--- config.mk ---
export PLATFORM = sky130hd
export DESIGN_NAME = wd_service_ctrl
export DESIGN_NICKNAME = d
export VERILOG_FILES = /design/src/rtl/wd_service_ctrl.sv
export SDC_FILE = /design/constraint.sdc
export NUM_CORES = 1
export LEC_CHECK = 0
export ABC_AREA = 1
export ABC_CLOCK_PERIOD_IN_PS = 2000
export CAP_MARGIN = 15
export CORE_AREA = 2 2 76 78
export DETAILED_ROUTE_END_ITERATION = 7
export DIE_AREA = 0 0 78 80
export MAX_ROUTING_LAYER = met4
export PLACE_DENSITY = 0.63
export REMOVE_ABC_BUFFERS = 1
export SLEW_MARGIN = 15
export SYNTH_ARGS = -nofsm -noshare
export SYNTH_HDL_FRONTEND = slang
export SYNTH_SLANG_ARGS = --single-unit
--- constraint.sdc ---
create_clock -name i_clk -period 2 [get_ports i_clk]
set_input_delay 0.2 -clock i_clk [delete_from_list [all_inputs] [get_ports i_clk]]
set_output_delay 0.2 -clock i_clk [all_outputs]
set_load 0.01 [all_outputs]
--- src/rtl/wd_service_ctrl.sv ---
// Watchdog servicing controller for the CRC engine.
// Arms the watchdog on job start and kicks it on engine progress, at most
// once every KICK_GAP cycles. On a watchdog timeout it aborts the engine,
// waits for the engine to drain, then returns to IDLE flagging a retry, or
// latches a sticky fatal error after MAX_RETRY consecutive timeouts.
module wd_service_ctrl #(
  parameter int WD_CNT_W  = 16,
  parameter int KICK_GAP  = 8,
  parameter int RETRY_W   = 4,
  parameter int MAX_RETRY = 3
) (
  input  logic                i_clk,
  input  logic                i_reset_n,
  input  logic                i_start,
  input  logic                i_done,
  input  logic                i_progress,
  input  logic                i_engine_idle,
  input  logic [WD_CNT_W-1:0] i_timeout_val,
  input  logic                i_sw_clr,
  input  logic                i_wd_irq,
  output logic                o_wd_en,
  output logic                o_wd_clear,
  output logic [WD_CNT_W-1:0] o_wd_val,
  output logic                o_abort,
  output logic                o_retry,
  output logic                o_fatal,
  output logic [RETRY_W-1:0]  o_timeout_cnt
);

  // Gap counter holds 0..KICK_GAP-1; keep at least one bit for KICK_GAP==1.
  localparam int GAP_W = (KICK_GAP > 1) ? $clog2(KICK_GAP) : 1;
  localparam logic [GAP_W-1:0]   GAP_RELOAD = GAP_W'(KICK_GAP - 1);
  localparam logic [RETRY_W-1:0] MAX_CNT    = RETRY_W'(MAX_RETRY);

  typedef enum logic [2:0] {
    S_IDLE,
    S_ARMED,
    S_RECOVER,
    S_DRAIN,
    S_FATAL
  } state_t;

  state_t           state;
  logic [GAP_W-1:0] gap_cnt;   // cycles left before another kick is allowed
  logic             kick_pend; // progress seen while kicks were rate-limited

  // Controller FSM with all outputs registered alongside the state.
  always_ff @(posedge i_clk or negedge i_reset_n) begin
    if (!i_reset_n) begin
      state         <= S_IDLE;
      gap_cnt       <= '0;
      kick_pend     <= 1'b0;
      o_wd_en       <= 1'b0;
      o_wd_clear    <= 1'b0;
      o_wd_val      <= '0;
      o_abort       <= 1'b0;
      o_retry       <= 1'b0;
      o_fatal       <= 1'b0;
      o_timeout_cnt <= '0;
    end else begin
      // NOTE: pulse outputs default low every cycle and are raised only by
      // the branch that wants them; non-blocking assignments let a later
      // branch override the default without ordering hazards.
      o_wd_clear <= 1'b0;
      o_abort    <= 1'b0;
      o_retry    <= 1'b0;

      if (i_sw_clr) begin
        // Software clear wins over everything else in the same cycle.
        state         <= S_IDLE;
        o_wd_en       <= 1'b0;
        o_wd_clear    <= 1'b1;
        o_fatal       <= 1'b0;
        o_timeout_cnt <= '0;
        gap_cnt       <= '0;
        kick_pend     <= 1'b0;
      end else begin
        unique case (state)
          S_IDLE: begin
            // The watchdog reloads on the rising edge of o_wd_en, so no
            // kick is needed when arming.
            if (i_start) begin
              state    <= S_ARMED;
              o_wd_en  <= 1'b1;
              o_wd_val <= i_timeout_val;
            end
          end

          S_ARMED: begin
            if (i_wd_irq) begin
              state     <= S_RECOVER;
              o_wd_en   <= 1'b0;
              o_abort   <= 1'b1;
              gap_cnt   <= '0;
              kick_pend <= 1'b0;
              if (o_timeout_cnt != MAX_CNT) begin
                o_timeout_cnt <= o_timeout_cnt + 1'b1;
              end
            end else if (i_done) begin
              state         <= S_IDLE;
              o_wd_en       <= 1'b0;
              o_wd_clear    <= 1'b1;
              o_timeout_cnt <= '0;
              gap_cnt       <= '0;
              kick_pend     <= 1'b0;
            end else if (gap_cnt == '0) begin
              // Kick window open: serve fresh or deferred progress once.
              if (i_progress || kick_pend) begin
                o_wd_clear <= 1'b1;
                gap_cnt    <= GAP_RELOAD;
                kick_pend  <= 1'b0;
              end
            end else begin
              gap_cnt <= gap_cnt - 1'b1;
              if (i_progress) begin
                kick_pend <= 1'b1;
              end
            end
          end

          S_RECOVER: begin
            state <= S_DRAIN;
          end

          S_DRAIN: begin
            if (i_engine_idle) begin
              if (o_timeout_cnt == MAX_CNT) begin
                state   <= S_FATAL;
                o_fatal <= 1'b1;
              end else begin
                // Clearing the watchdog also drops its pending interrupt.
                state      <= S_IDLE;
                o_wd_clear <= 1'b1;
                o_retry    <= 1'b1;
              end
            end
          end

          S_FATAL: begin
            o_fatal <= 1'b1;
          end

          default: begin
            state <= S_IDLE;
          end
        endcase
      end
    end
  end

endmodule

==> results of run 1 <==
-- cells by family (layout without fill, tap and decap cells) --
logic type      Yosys count  after routing  synth area share, %
fa+ha+maj                 3              3                2.304
compound gates           28             28                12.37
simple gates             90             90                25.12
flops                    32             32                49.16
xor+xnor                  1              1               0.5377
buf+inv                  39             93                10.52
-- path summary, 6_finish.rpt --
| path | startpoint | endpoint | slack [ns] | depth (start not counted) |
|---|---|---|---|---|
| worst min-delay path | i_reset_n | o_wd_val[5] | 0.32 | 2 |
| max in group asynchronous | i_reset_n | o_wd_val[14] | 1.39 | 2 |
| worst min register to register | o_wd_val[13] | o_wd_val[13] | 0.48 | 2 |
| worst max-delay path | o_timeout_cnt[2] | o_timeout_cnt[2] | 0.50 | 1 |
| min in group i_clk | i_timeout_val[15] | o_wd_val[15] | 0.47 | 3 |
| worst max register to register | state[2] | o_wd_val[8] | 0.65 | 7 |
-- power groups by stage --
stage,Clock [W],Sequential (W),Combinational (W)
floorplan,0,0.000953,0.000302
global placement,0,0.000897,0.000736
detailed placement,0,0.000900,0.000749
CTS,0.000478,0.000890,0.000751
global route,0.000513,0.000913,0.000818
finish,0.000456,0.000888,0.000739
-- Yosys cell counts (all sizes together) --
cell   instances  area [um^2]
nand4          3        18.77
nor3           1        5.000
or2            2        12.52
nor2          13        58.80
o22ai          1        6.260
o21ai         25        185.2
xnor2          1        8.760
nand2         53        214.0
inv           36        137.6
ha             3        37.54
buf            3        33.78
a21oi          2        10.01
nand3         18        100.1
dfrtp         32        800.8
-- metrics by stage --
| stage | setup WS [ns] | total power (W) |
|---|---|---|
| after floorplan | 0.4504 | 0.001256 |
| after global placement | 0.3945 | 0.001633 |
| after detailed placement | 0.3728 | 0.001649 |
| after CTS | 0.4926 | 0.002120 |
| after global routing | 0.4319 | 0.002244 |
| final | 0.5020 | 0.002083 |
-- layout make-up --
class / count / share of cell area (%)
tap: 72 / 3.989
clock buffer: 6 / 3.213
timing repair buffer: 50 / 21.94
multi-input combinational: 122 / 29.09
inverter: 36 / 6.094
clock inverter: 1 / 0.2216
sequential: 32 / 35.46
-- layer usage --
metal / global-route usage [%] / share of wire (%)
met1: 14.14 / 46
met4: 5.088 / 2.1
met5: - / 0
met3: 3.167 / 3.9
met2: 20.09 / 48
-- flip-flops by register name, indices dropped and copies added, names as in the netlist --
name / flops
o_wd_val: 16
o_timeout_cnt: 4
gap_cnt: 3
state: 3
kick_pend: 1
o_abort: 1
o_fatal: 1
o_retry: 1
o_wd_clear: 1
o_wd_en: 1
-- cell usage in the layout (no fill, tap or decap), types with 3 or more instances in the layout --
cell type	n
nand3_1	16
clkdlybuf4s50_1	48
clkbuf_8	5
nand2_2	3
o21ai_2	16
nor2_2	4
dfrtp_1	32
nor2_1	9
nand4_1	3
inv_1	33
o21ai_0	7
nand2_1	49
ha_1	3
==> metrics.txt, run 1 <==
final max-slew violation count 0; clock slew at the register clock pins of the worst setup and hold paths 0.06 ns; Cell Count Post-Placement 312; final period demand of the worst path 1.498 ns; number of register bits inferred by synthesis 32; transition time at the pin with the least slew margin 0.4026 ns; total number of placement rows 27; Max-Slew Margin vs Limit 73.16%; layout cell share with drive strength beyond 1 15.38%; maximum vdd drop 0.4288 mV; all-layer global routing usage 12.16%; total negative slack for setup checks 0 ns; worst hold margin 0.3196 ns; final setup skew 0.002462 ns; number of warnings reported in the yosys synthesis log 0; floorplan core area 5405 um^2; gate count of the mapped netlist 193; post-synth design cell area 1629 um^2; storage element area 800.8 um^2; maximum net fanout on the critical path 6; root buffer cell clkbuf_8; critical path arrival 1.30 ns; antenna diode count 0; Leak Pwr 1.094 nW; TritonCTS Buffers 5; kind of cell with the highest combined delay on the critical path buffers and inverters; Clock Path Buffers 2; drt via density 4.201; net total in the final layout 274; sequential cell area fraction in the yosys report 49.16%; initial antenna violation count 0; cells along the critical path clkdlybuf4s50_1; number of detailed-routing iterations run before antenna repair 4; area added between synthesis and finish 38.63%; number of vias after detailed routing 1340; routed wire length per instance 10.34 um; share of total power in the clock network 21.9%; Worst path max stage delay 0.57 ns; area occupied by multi-input gates 656.9 um^2; Unique masters post-synth 23; hold-fix buffer count after cts 0; number of gates resized after CTS 0; sequential group share of total power 42.6%; starting utilization of the core area 30.14%; Remaining Overflow, GRT 0; Data required, critical path 1.80 ns; Post-CTS Setup Bufs 0; Final Cell Area 2258 um^2; first-pass GRT wire length 5754 um; startpoint-to-endpoint class of the critical path reg2out; category of the worst setup path capture point primary output; Remaining DRCs 0; TritonCTS clock tree built; PwrDens 922.1 nW/um^2; clock latency reported for the late side of the worst-skew pair 0.28 ns; max-capacitance violation count 0; placed cell areas 2181 um^2; count of placed standard cells in the final layout, fillers left out 319; CP Launch Type register; fraction of power spent switching nets 31.49%; Comb pwr share 35.5%; outcome completed; fillers 553; final routed wirelength across all metal layers 3297 um; overall die width 78 um; H-tree depth 2; setup repair after global routing missed its margin false; path class of the lowest-slack min-delay path in2async; placed wire-length estimate 2512 um; die height 80 um; net load switching power 0.0006558 W; sink count of the clock tree 32; buffers added on ports 48; utilization after layout 41.78%; maximum number of pins on one net before global-route repair 33; per-instance average area after synthesis 8.441 um^2; vias in the first global route 1345; final RePlAce weighted congestion 0.7866; number of nets still failing antenna checks after routing 0; fin crit share 74.90%; Critical path buffers and inverters 1; Internal Pwr Total 0.001427 W; number of failing hold endpoints at the final stage 0; maximum operating frequency 667.6 MHz; violation count after the first detailed-route iteration 79; slowest cell on the critical path clkdlybuf4s50_1; final setup violating endpoints 0; io pins 49; overall die area 6240 um^2
Note: power is estimated with default switching activity, not from simulation.
==> run 2: changes to the inputs <==
- ABC_CLOCK_PERIOD_IN_PS: 2000 -> 1200
- PLACE_DENSITY: 0.63 -> 0.65
- clock period: 2 -> 1.2 ns (I/O delays scaled with it)
==> metrics.txt, run 2 (synthesis results as in run 1) <==
CP Launch Type register; category of the worst setup path capture point register; max-capacitance violation count 0; net load switching power 0.001353 W; antenna diode count 0; min setup slack post-route -0.1323 ns; final period demand of the worst path 1.332 ns; all-layer global routing usage 14.51%; net total in the final layout 305; number of nets still failing antenna checks after routing 0; setup repair after global routing missed its margin true; critical path arrival 1.50 ns; Internal Pwr Total 0.002553 W; most frequent standard cell in the layout excluding fill and tap cells dfrtp_1; H-tree depth 2; register with the most flip-flops o_wd_val; final RePlAce weighted congestion 0.8982; violation count after the first detailed-route iteration 27; top flop regs o_wd_val: 16 flops, o_timeout_cnt: 4 flops; launching instance or port of the critical path state[0]; TritonCTS clock tree built; final setup violating endpoints 27; first-pass GRT wire length 6893 um; placed wire-length estimate 2643 um; initial antenna violation count 0; startpoint-to-endpoint class of the critical path reg2reg; maximum vdd drop 0.5809 mV; drt via density 4.460; Remaining DRCs 0; Clock Path Buffers 2; io pins 49; maximum operating frequency 750.6 MHz; clock latency reported for the late side of the worst-skew pair 0.29 ns; Final Cell Area 2815 um^2; flop-to-flop setup slack -0.13 ns; layout cell share with drive strength beyond 1 42.45%; Max-Slew Margin vs Limit 77.77%; fillers 508; sequential group share of total power 38.7%; share of total power in the clock network 20.2%; fraction of power spent switching nets 34.64%; TritonCTS Buffers 5; total number of placement rows 27; number of vias after detailed routing 1561; area added between synthesis and finish 72.81%; routed wire length per instance 12.25 um; commonest cells after routing, fill and taps aside 31 x dfrtp_1, 30 x inv_1, 24 x dlygate4sd2_1; path class of the lowest-slack min-delay path in2async; maximum number of pins on one net before global-route repair 33; M1 WL 1914 um; sink count of the clock tree 32; Data required, critical path 1.37 ns; utilization after layout 52.08%; final max-slew violation count 0; overall die area 6240 um^2; Comb pwr share 41.2%; placed cell areas 2364 um^2; number of failing hold endpoints at the final stage 0; Largest register FFs 16; outcome finished, violations left; number of detailed-routing iterations run before antenna repair 4; highest metal layer with signal wires met4; vias in the first global route 1528; root buffer cell clkbuf_8; fin crit share 111.0%; final routed wirelength across all metal layers 4287 um; violations in the final reports negative setup slack; die height 80 um; Leak Pwr 1.414 nW; met3 wire length 207 um; met2 wire length 2106 um; overall die width 78 um; PwrDens 1387 nW/um^2; final setup skew 0.01529 ns; starting utilization of the core area 30.14%; buffers added on ports 48; clock slew at the register clock pins of the worst setup and hold paths 0.08 ns; transition time at the pin with the least slew margin 0.3335 ns; maximum net fanout on the critical path 8; Remaining Overflow, GRT 0; floorplan core area 5405 um^2; startpoint of the lowest-slack register-to-register path state[0]
run 2: through the flow:
step | total power (W) | hold WS [ns] | std cells | setup slack, ns | setup TNS (ns)
after floorplan | 0.002093 | -0.1756 | 190 | -0.3496 | -5.661
after global routing | 0.004153 | 0.2131 | 350 | -0.2090 | -4.284
after global placement | 0.002836 | 0.4627 | 333 | -0.2428 | -5.928
after CTS | 0.003720 | 0.1993 | 349 | -0.07331 | -1.047
after detailed placement | 0.002851 | 0.4632 | 333 | -0.2855 | -6.686
final | 0.003906 | 0.1933 | 350 | -0.1323 | -2.453
run 2: critical path, stage by stage (launching register included):
cell	delay, ns
dfrtp_2	0.44
inv_2	0.09
nand2_4	0.06
nor2_4	0.14
nand3_4	0.17
buf_12	0.20
nand2_4	0.06
o21ai_2	0.05
run 2: path summary, 6_finish.rpt:
path | endpoint | cells past startpoint
hold reg to reg | o_wd_val[15] | 2
min in group i_clk | o_wd_val[12] | 3
max in group asynchronous | o_timeout_cnt[2] | 2
setup reg to reg | o_wd_val[0] | 7
setup / recovery | o_wd_val[0] | 7
hold / removal | state[1] | 2
run 2: layer usage:
metal  global-route usage, %  up-vias
met3                   3.394        5
met5                       -        -
met4                   5.439        0
met1                   17.72      735
li1                        -      782
met2                   23.53       39
run 2: repair_timing:
action,CTS,global route
cloned,2,0
endpoints found under the setup margin,50,33
pin swaps,2,17
hold buffers,0,0
setup buffers,7,3
gates resized for setup,62,53
run 2: final cells by class:
cell class | count | area [um^2] | share of cell area (%)
sequential | 32 | 802.0 | 28.49
clock inverter | 1 | 5.005 | 0.1778
tap | 72 | 90.09 | 3.200
inverter | 36 | 137.6 | 4.889
multi-input combinational | 122 | 923.4 | 32.80
clock buffer | 6 | 72.57 | 2.578
timing repair buffer | 81 | 784.5 | 27.87
run 2: power by group through the flow:
stage | clock network (W) | logic (W) | registers [W]
floorplan | 0 | 0.000504 | 0.00159
global placement | 0 | 0.00137 | 0.00147
detailed placement | 0 | 0.00138 | 0.00147
CTS | 0.000809 | 0.00144 | 0.00147
global route | 0.000858 | 0.00175 | 0.00154
finish | 0.000788 | 0.00161 | 0.00151
